===== config.mk =====
export PLATFORM = sky130hd
export DESIGN_NAME = tx_handshake_arbiter_flat
export DESIGN_NICKNAME = d
export VERILOG_FILES = /design/src/rtl/tx_handshake_arbiter_if.sv /design/src/rtl/tx_handshake_arbiter.sv /design/src/flat_wrapper.sv
export SDC_FILE = /design/constraint.sdc
export NUM_CORES = 1
export LEC_CHECK = 0
export ABC_AREA = 1
export BUFFER_PORTS_ARGS = -buffer_cell sky130_fd_sc_hd__buf_4
export CAP_MARGIN = 20
export CORE_UTILIZATION = 48
export CTS_CLUSTER_SIZE = 8
export DETAILED_ROUTE_END_ITERATION = 10
export GPL_ROUTABILITY_DRIVEN = 0
export PLACE_DENSITY = 0.84
export SLEW_MARGIN = 10
export SYNTH_ARGS = -nofsm -noshare
export SYNTH_HDL_FRONTEND = slang
export SYNTH_SLANG_ARGS = --single-unit

===== constraint.sdc =====
create_clock -name clk_a -period 1.4 [get_ports clk_a]
set_input_delay 0.14 -clock clk_a [delete_from_list [all_inputs] [get_ports clk_a]]
set_output_delay 0.14 -clock clk_a [all_outputs]
set_load 0.05 [all_outputs]

===== src/rtl/tx_handshake_arbiter_if.sv =====
// Source-side and receiver-side handshake signals of the tx arbiter, bundled.
// master: the arbiter; slave: the sources plus the clk_b receiver.
interface tx_handshake_arbiter_if #(
    parameter int NUM_REQ = 4,
    parameter int DW      = 4
);
    localparam int IW = $clog2(NUM_REQ);

    logic [NUM_REQ-1:0]    src_valid;
    logic [NUM_REQ*DW-1:0] src_data;
    logic [NUM_REQ-1:0]    src_done;
    logic [NUM_REQ-1:0]    src_err;
    logic [DW-1:0]         data;
    logic                  data_req;
    logic                  data_ack;
    logic                  busy;
    logic [IW-1:0]         grant_id;

    modport master (
        input  src_valid, src_data, data_ack,
        output src_done, src_err, data, data_req, busy, grant_id
    );

    modport slave (
        output src_valid, src_data, data_ack,
        input  src_done, src_err, data, data_req, busy, grant_id
    );
endinterface


===== src/rtl/tx_handshake_arbiter.sv =====
// Round-robin arbiter running one 4-phase req/ack handshake per grant; data_req rises 1 cycle after grant.
// Backpressure: sources hold src_valid until done/err; a stale or slow ack holds the FSM, TIMEOUT bounds REQ.
module tx_handshake_arbiter #(
    parameter int NUM_REQ     = 4,
    parameter int DW          = 4,
    parameter int SYNC_STAGES = 2,
    parameter int TIMEOUT     = 255
) (
    input  logic                     clk_a,
    input  logic                     rst,
    tx_handshake_arbiter_if.master   bus
);
    localparam int IW = $clog2(NUM_REQ);
    localparam int CW = $clog2(TIMEOUT + 1);

    typedef enum logic [1:0] {IDLE, REQ, WAIT_LOW} state_t;

    state_t                 state, nxt;
    logic [SYNC_STAGES-1:0] ack_sync;
    logic                   ack_s;
    logic [IW-1:0]          ptr;
    logic [CW-1:0]          cnt;
    logic                   ok;
    logic                   timeout_hit;
    logic                   win_vld;
    logic [IW-1:0]          win_id;
    logic [IW-1:0]          idx;
    logic                   grant_go, req_end, xfer_end, busy_c;
    logic [DW-1:0]          data_r;
    logic                   data_req_r;
    logic [IW-1:0]          grant_r;
    logic [NUM_REQ-1:0]     done_r, err_r;

    always_ff @(posedge clk_a or posedge rst) begin
        if (rst) ack_sync <= '0;
        else     ack_sync <= {ack_sync[SYNC_STAGES-2:0], bus.data_ack};
    end
    assign ack_s = ack_sync[SYNC_STAGES-1];

    // Scan downward so the set bit closest to ptr is the last (winning) assignment.
    always_comb begin
        win_vld = 1'b0;
        win_id  = '0;
        idx     = '0;
        for (int k = NUM_REQ - 1; k >= 0; k--) begin
            idx = IW'((int'(ptr) + k) % NUM_REQ);
            if (bus.src_valid[idx]) begin
                win_vld = 1'b1;
                win_id  = idx;
            end
        end
    end

    assign timeout_hit = (cnt == CW'(TIMEOUT - 1));

    always_ff @(posedge clk_a or posedge rst) begin
        if (rst) state <= IDLE;
        else     state <= nxt;
    end

    always_comb begin
        nxt = state;
        case (state)
            IDLE:     if (win_vld && !ack_s)      nxt = REQ;
            REQ:      if (ack_s || timeout_hit)   nxt = WAIT_LOW;
            WAIT_LOW: if (!ack_s)                 nxt = IDLE;
            default:                              nxt = IDLE;
        endcase
    end

    always_comb begin
        busy_c   = (state != IDLE);
        grant_go = (state == IDLE) && (nxt == REQ);
        req_end  = (state == REQ) && (nxt == WAIT_LOW);
        xfer_end = (state == WAIT_LOW) && (nxt == IDLE);
    end

    always_ff @(posedge clk_a or posedge rst) begin
        if (rst) begin
            data_r     <= '0;
            data_req_r <= 1'b0;
            grant_r    <= '0;
            done_r     <= '0;
            err_r      <= '0;
            ptr        <= '0;
            cnt        <= '0;
            ok         <= 1'b0;
        end else begin
            done_r <= '0;
            err_r  <= '0;
            if (state == REQ) cnt <= cnt + CW'(1);
            if (grant_go) begin
                data_r     <= bus.src_data[win_id*DW +: DW];
                data_req_r <= 1'b1;
                grant_r    <= win_id;
            end
            // ack_s doubles as the ok flag: it wins over a simultaneous timeout.
            if (req_end) begin
                data_req_r <= 1'b0;
                ok         <= ack_s;
            end
            if (xfer_end) begin
                done_r[grant_r] <= ok;
                err_r[grant_r]  <= !ok;
                ptr             <= (grant_r == IW'(NUM_REQ - 1)) ? '0 : grant_r + IW'(1);
                cnt             <= '0;
            end
        end
    end

    assign bus.data     = data_r;
    assign bus.data_req = data_req_r;
    assign bus.grant_id = grant_r;
    assign bus.src_done = done_r;
    assign bus.src_err  = err_r;
    assign bus.busy     = busy_c;
endmodule

===== src/flat_wrapper.sv =====
// flat-port wrapper written by rule: the top's interface ports become plain ports
module tx_handshake_arbiter_flat 
#(
    parameter int NUM_REQ     = 4,
    parameter int DW          = 4,
    parameter int SYNC_STAGES = 2,
    parameter int TIMEOUT     = 255
)
  (clk_a, rst, bus_src_valid, bus_src_data, bus_data_ack, bus_src_done, bus_src_err, bus_data, bus_data_req, bus_busy, bus_grant_id);
  tx_handshake_arbiter_if #(.NUM_REQ(NUM_REQ), .DW(DW)) bus_i ();
  input  logic clk_a;
  input  logic rst;
  input wire logic [$bits(bus_i.src_valid)-1:0] bus_src_valid;
  input wire logic [$bits(bus_i.src_data)-1:0] bus_src_data;
  input wire logic [$bits(bus_i.data_ack)-1:0] bus_data_ack;
  output wire logic [$bits(bus_i.src_done)-1:0] bus_src_done;
  output wire logic [$bits(bus_i.src_err)-1:0] bus_src_err;
  output wire logic [$bits(bus_i.data)-1:0] bus_data;
  output wire logic [$bits(bus_i.data_req)-1:0] bus_data_req;
  output wire logic [$bits(bus_i.busy)-1:0] bus_busy;
  output wire logic [$bits(bus_i.grant_id)-1:0] bus_grant_id;
  assign bus_i.src_valid = bus_src_valid;
  assign bus_i.src_data = bus_src_data;
  assign bus_i.data_ack = bus_data_ack;
  assign bus_src_done = bus_i.src_done;
  assign bus_src_err = bus_i.src_err;
  assign bus_data = bus_i.data;
  assign bus_data_req = bus_i.data_req;
  assign bus_busy = bus_i.busy;
  assign bus_grant_id = bus_i.grant_id;
  tx_handshake_arbiter #(.NUM_REQ(NUM_REQ), .DW(DW), .SYNC_STAGES(SYNC_STAGES), .TIMEOUT(TIMEOUT)) u_core (.clk_a(clk_a), .rst(rst), .bus(bus_i));
endmodule

==> out/summary.txt <==
worst endpoint data arrival time -> 1.97 ns
reg2reg setup slack -> -0.35 ns
#FFs+latches synth -> 30
Ports -> 39
Avg Inst Size Synth -> 7.69 sq um
Initial Utilization -> 50.3%
number of synthesized flops with an enable pin -> 0
WL/cell -> 11.4 um
highest metal used -> met4
global router's overall resource usage -> 19.6%
# nets final -> 309
Yosys warnings -> 0
Place WS -> -0.350 ns
Port-buffer cells -> 38
VDD IR-drop max -> 1870 uV
combinational fraction of design power -> 65.9%
reg2reg end -> u_core.bus.data[2]
Critical Path End Type -> flip-flop
vias per inst -> 4.73
placed instance area -> 2120 sq um
crit path max fanout -> 6
internal power -> 2.67 mW
Switching Fraction -> 51.5%
fin. max-slew vios -> 0
Chip Height -> 61.4 um
Synth cell types -> 25
worst hold start -> bus_src_data[1]
DRT Pass-1 Iters -> 4
final worst slack -> -0.345 ns
Rel. slew slack -> 75.6%
WS Path Type -> flip-flop to flip-flop
vias in the first global route -> 1222
Worst Hold Depth -> 5
Core Region -> 3360 sq um
first-pass GRT wire length -> 5300 um
die area -> 3770 sq um
max_cap viols -> 0
RSZ-0062 raised after global routing -> true
async set or reset register ratio after synthesis -> 100%
most frequent cells in the layout -> 51 x buf_4, 46 x nand2_1, 29 x dfrtp_1
Syn Inst Count -> 220
Fin Clk Skew -> 0.00495 ns
sequential-to-total area share from yosys stat -> 44.4%
result of the run -> finished, violations left
reg2reg start -> u_core.ptr[0]
met2 routed WL -> 2010 um
standard-cell rows -> 21
Clock Latency Late Sink -> 0.32 ns
Antenna Cells -> 0
ys flop type -> dfrtp_1
Residual DRC -> 0
min cycle time layout -> 1.75 ns
Bufs on Longest Clock Path -> 2
Synth-to-Final Area Change -> 41.3%
Hold Path Class -> input port to flip-flop
DP HPWL -> 2490 um
NetSw -> 2.83 mW
Root Driver -> clkbuf_4
commonest non-fill, non-tap cell in the layout -> buf_4
post-route clock period utilization -> 125%
Startpoint Class -> flip-flop
clock power share -> 9.7%
final non-filler cell area -> 2390 sq um
total number of vias -> 1547
Storage cell area -> 752 sq um
final core utilization -> 71.1%
fmax -> 573 MHz
largest net degree at the start of global routing -> 31
GRT overflow -> 0
Multi-input gate area -> 950 sq um
worst slew pin tran -> 0.365 ns
Pleak -> 1.27 nW
violated checks -> setup timing
Hold EP -> u_core.bus.data[1]
DRT met1 WL -> 1580 um
FF-to-FF path depth -> 14
syn nets -> 249
clock sinks -> 30
share of layout cells above drive strength 1 -> 40.9%
Clock H-tree levels -> 2
Setup Total Neg Slack -> -2.39 ns
Final Setup Violations -> 8
drt initial violations -> 97
fill count -> 273
synthesized cell area -> 1690 sq um
TritonCTS buffer count -> 5
initial antenna violation count -> 0
Fin. Hold Viols -> 0
Met3 Wirelength -> 117 um
Reg power frac -> 24.4%
Cell Pwr Density -> 2300 nW/um^2
routed wire length -> 3730 um
Antenna Nets Post-Route -> 0
clock slew at reported path FFs -> 0.09 ns
CTS tree -> yes
critical path required time -> 1.63 ns
Die X -> 61.4 um
[power by group through the flow]
stage	Clock, mW	Combinational (mW)	Sequential [mW]
2_1_floorplan	0	1.76	1.64
3_3_place_gp	0	2.79	1.34
3_5_place_dp	0	2.84	1.35
4_1_cts	0.551	3.01	1.34
5_1_grt	0.588	3.94	1.37
6_report	0.535	3.62	1.34
[logic make-up (layout without fill, tap and decap cells)]
kind of cell / count (synthesis) / after routing / share of synthesized area (%)
buffers and inverters: 35 / 95 / 9.10
adders and majority gates: 6 / 6 / 4.44
xor gates and xnor gates: 2 / 2 / 1.04
and+or+nand+nor: 131 / 132 / 35.7
AOI/OAI and AO/OA: 16 / 16 / 5.33
DFF: 30 / 30 / 44.4
[final cells by class]
cell class / count / area share, %
timing repair buffer: 55 / 18.2
sequential: 30 / 31.5
multi-input combinational: 156 / 39.7
clock inverter: 2 / 0.524
clock buffer: 6 / 2.15
tap: 46 / 2.41
inverter: 32 / 5.55
[repair_timing]
action	in CTS	in global routing
buffers inserted	1	1
endpoints found under the hold margin	31	0
resized for setup	9	41
setup endpoints to repair	8	13
hold buffers	2	0
pin swaps	4	22
cloned	1	0
[per-stage QoR]
step           cells  power [mW]  hold slack (ns)
2_1_floorplan    220        3.40            0.171
3_3_place_gp     314        4.13            0.234
3_5_place_dp     314        4.19            0.244
4_1_cts          326        4.90           0.0990
5_1_grt          327        5.91            0.111
6_report         327        5.50            0.112
[cells in the mapped netlist, types with 2 or more instances]
library cell  number  area [sq um]
nand2_2            9          56.3
nor2_1            21          78.8
dfrtp_1           30           751
inv_2              2          7.51
a21oi_1            3          15.0
o21ai_0            9          45.0
xor2_1             2          17.5
nand3_2            2          20.0
buf_6              2          22.5
nor3_1             9          45.0
ha_1               6          75.1
nand2_4            2          22.5
inv_1             28           105
nand2_1           65           244
nand3_1           20           100
[registers in the layout, summed over array words and instances (netlist names)]
register,flops
u_core.ok,1
u_core.ptr,2
u_core.ack_sync,2
u_core.bus.src_done,4
u_core.bus.data,4
u_core.bus.data_req,1
u_core.bus.grant_id,2
u_core.state,2
u_core.cnt,8
u_core.bus.src_err,4
[how the worst max path moves through the flow]
stage                        startpoint                 end
final                     u_core.ptr[0]  u_core.bus.data[2]
after detailed placement  u_core.ptr[0]  u_core.bus.data[2]
after CTS                 u_core.ptr[0]  u_core.bus.data[2]
after floorplan           u_core.ptr[0]  u_core.bus.data[2]
after global routing      u_core.ptr[0]  u_core.bus.data[2]
after global placement    u_core.ptr[0]  u_core.bus.data[0]
[routing by layer]
| metal | track usage [%] | vias to the layer above |
|---|---|---|
| met5 | 0 | - |
| met4 | 6.67 | 0 |
| met3 | 5.67 | 3 |
| met2 | 33.1 | 33 |
| met1 | 24.1 | 706 |
| li1 | - | 805 |
[critical path, cell delays in order, from the launching register on]
cell	delay (ns)
dfrtp_2	0.46
buf_6	0.15
nand2_2	0.05
nand2_2	0.09
nand2_2	0.07
nand2_4	0.13
nor2_4	0.06
nor2_4	0.12
nand2_4	0.10
nand2_8	0.12
inv_8	0.05
nand2_4	0.05
nand2_2	0.04
nor2_1	0.10
nor2_1	0.05
No activity file was read; power rests on OpenSTA's default activity.
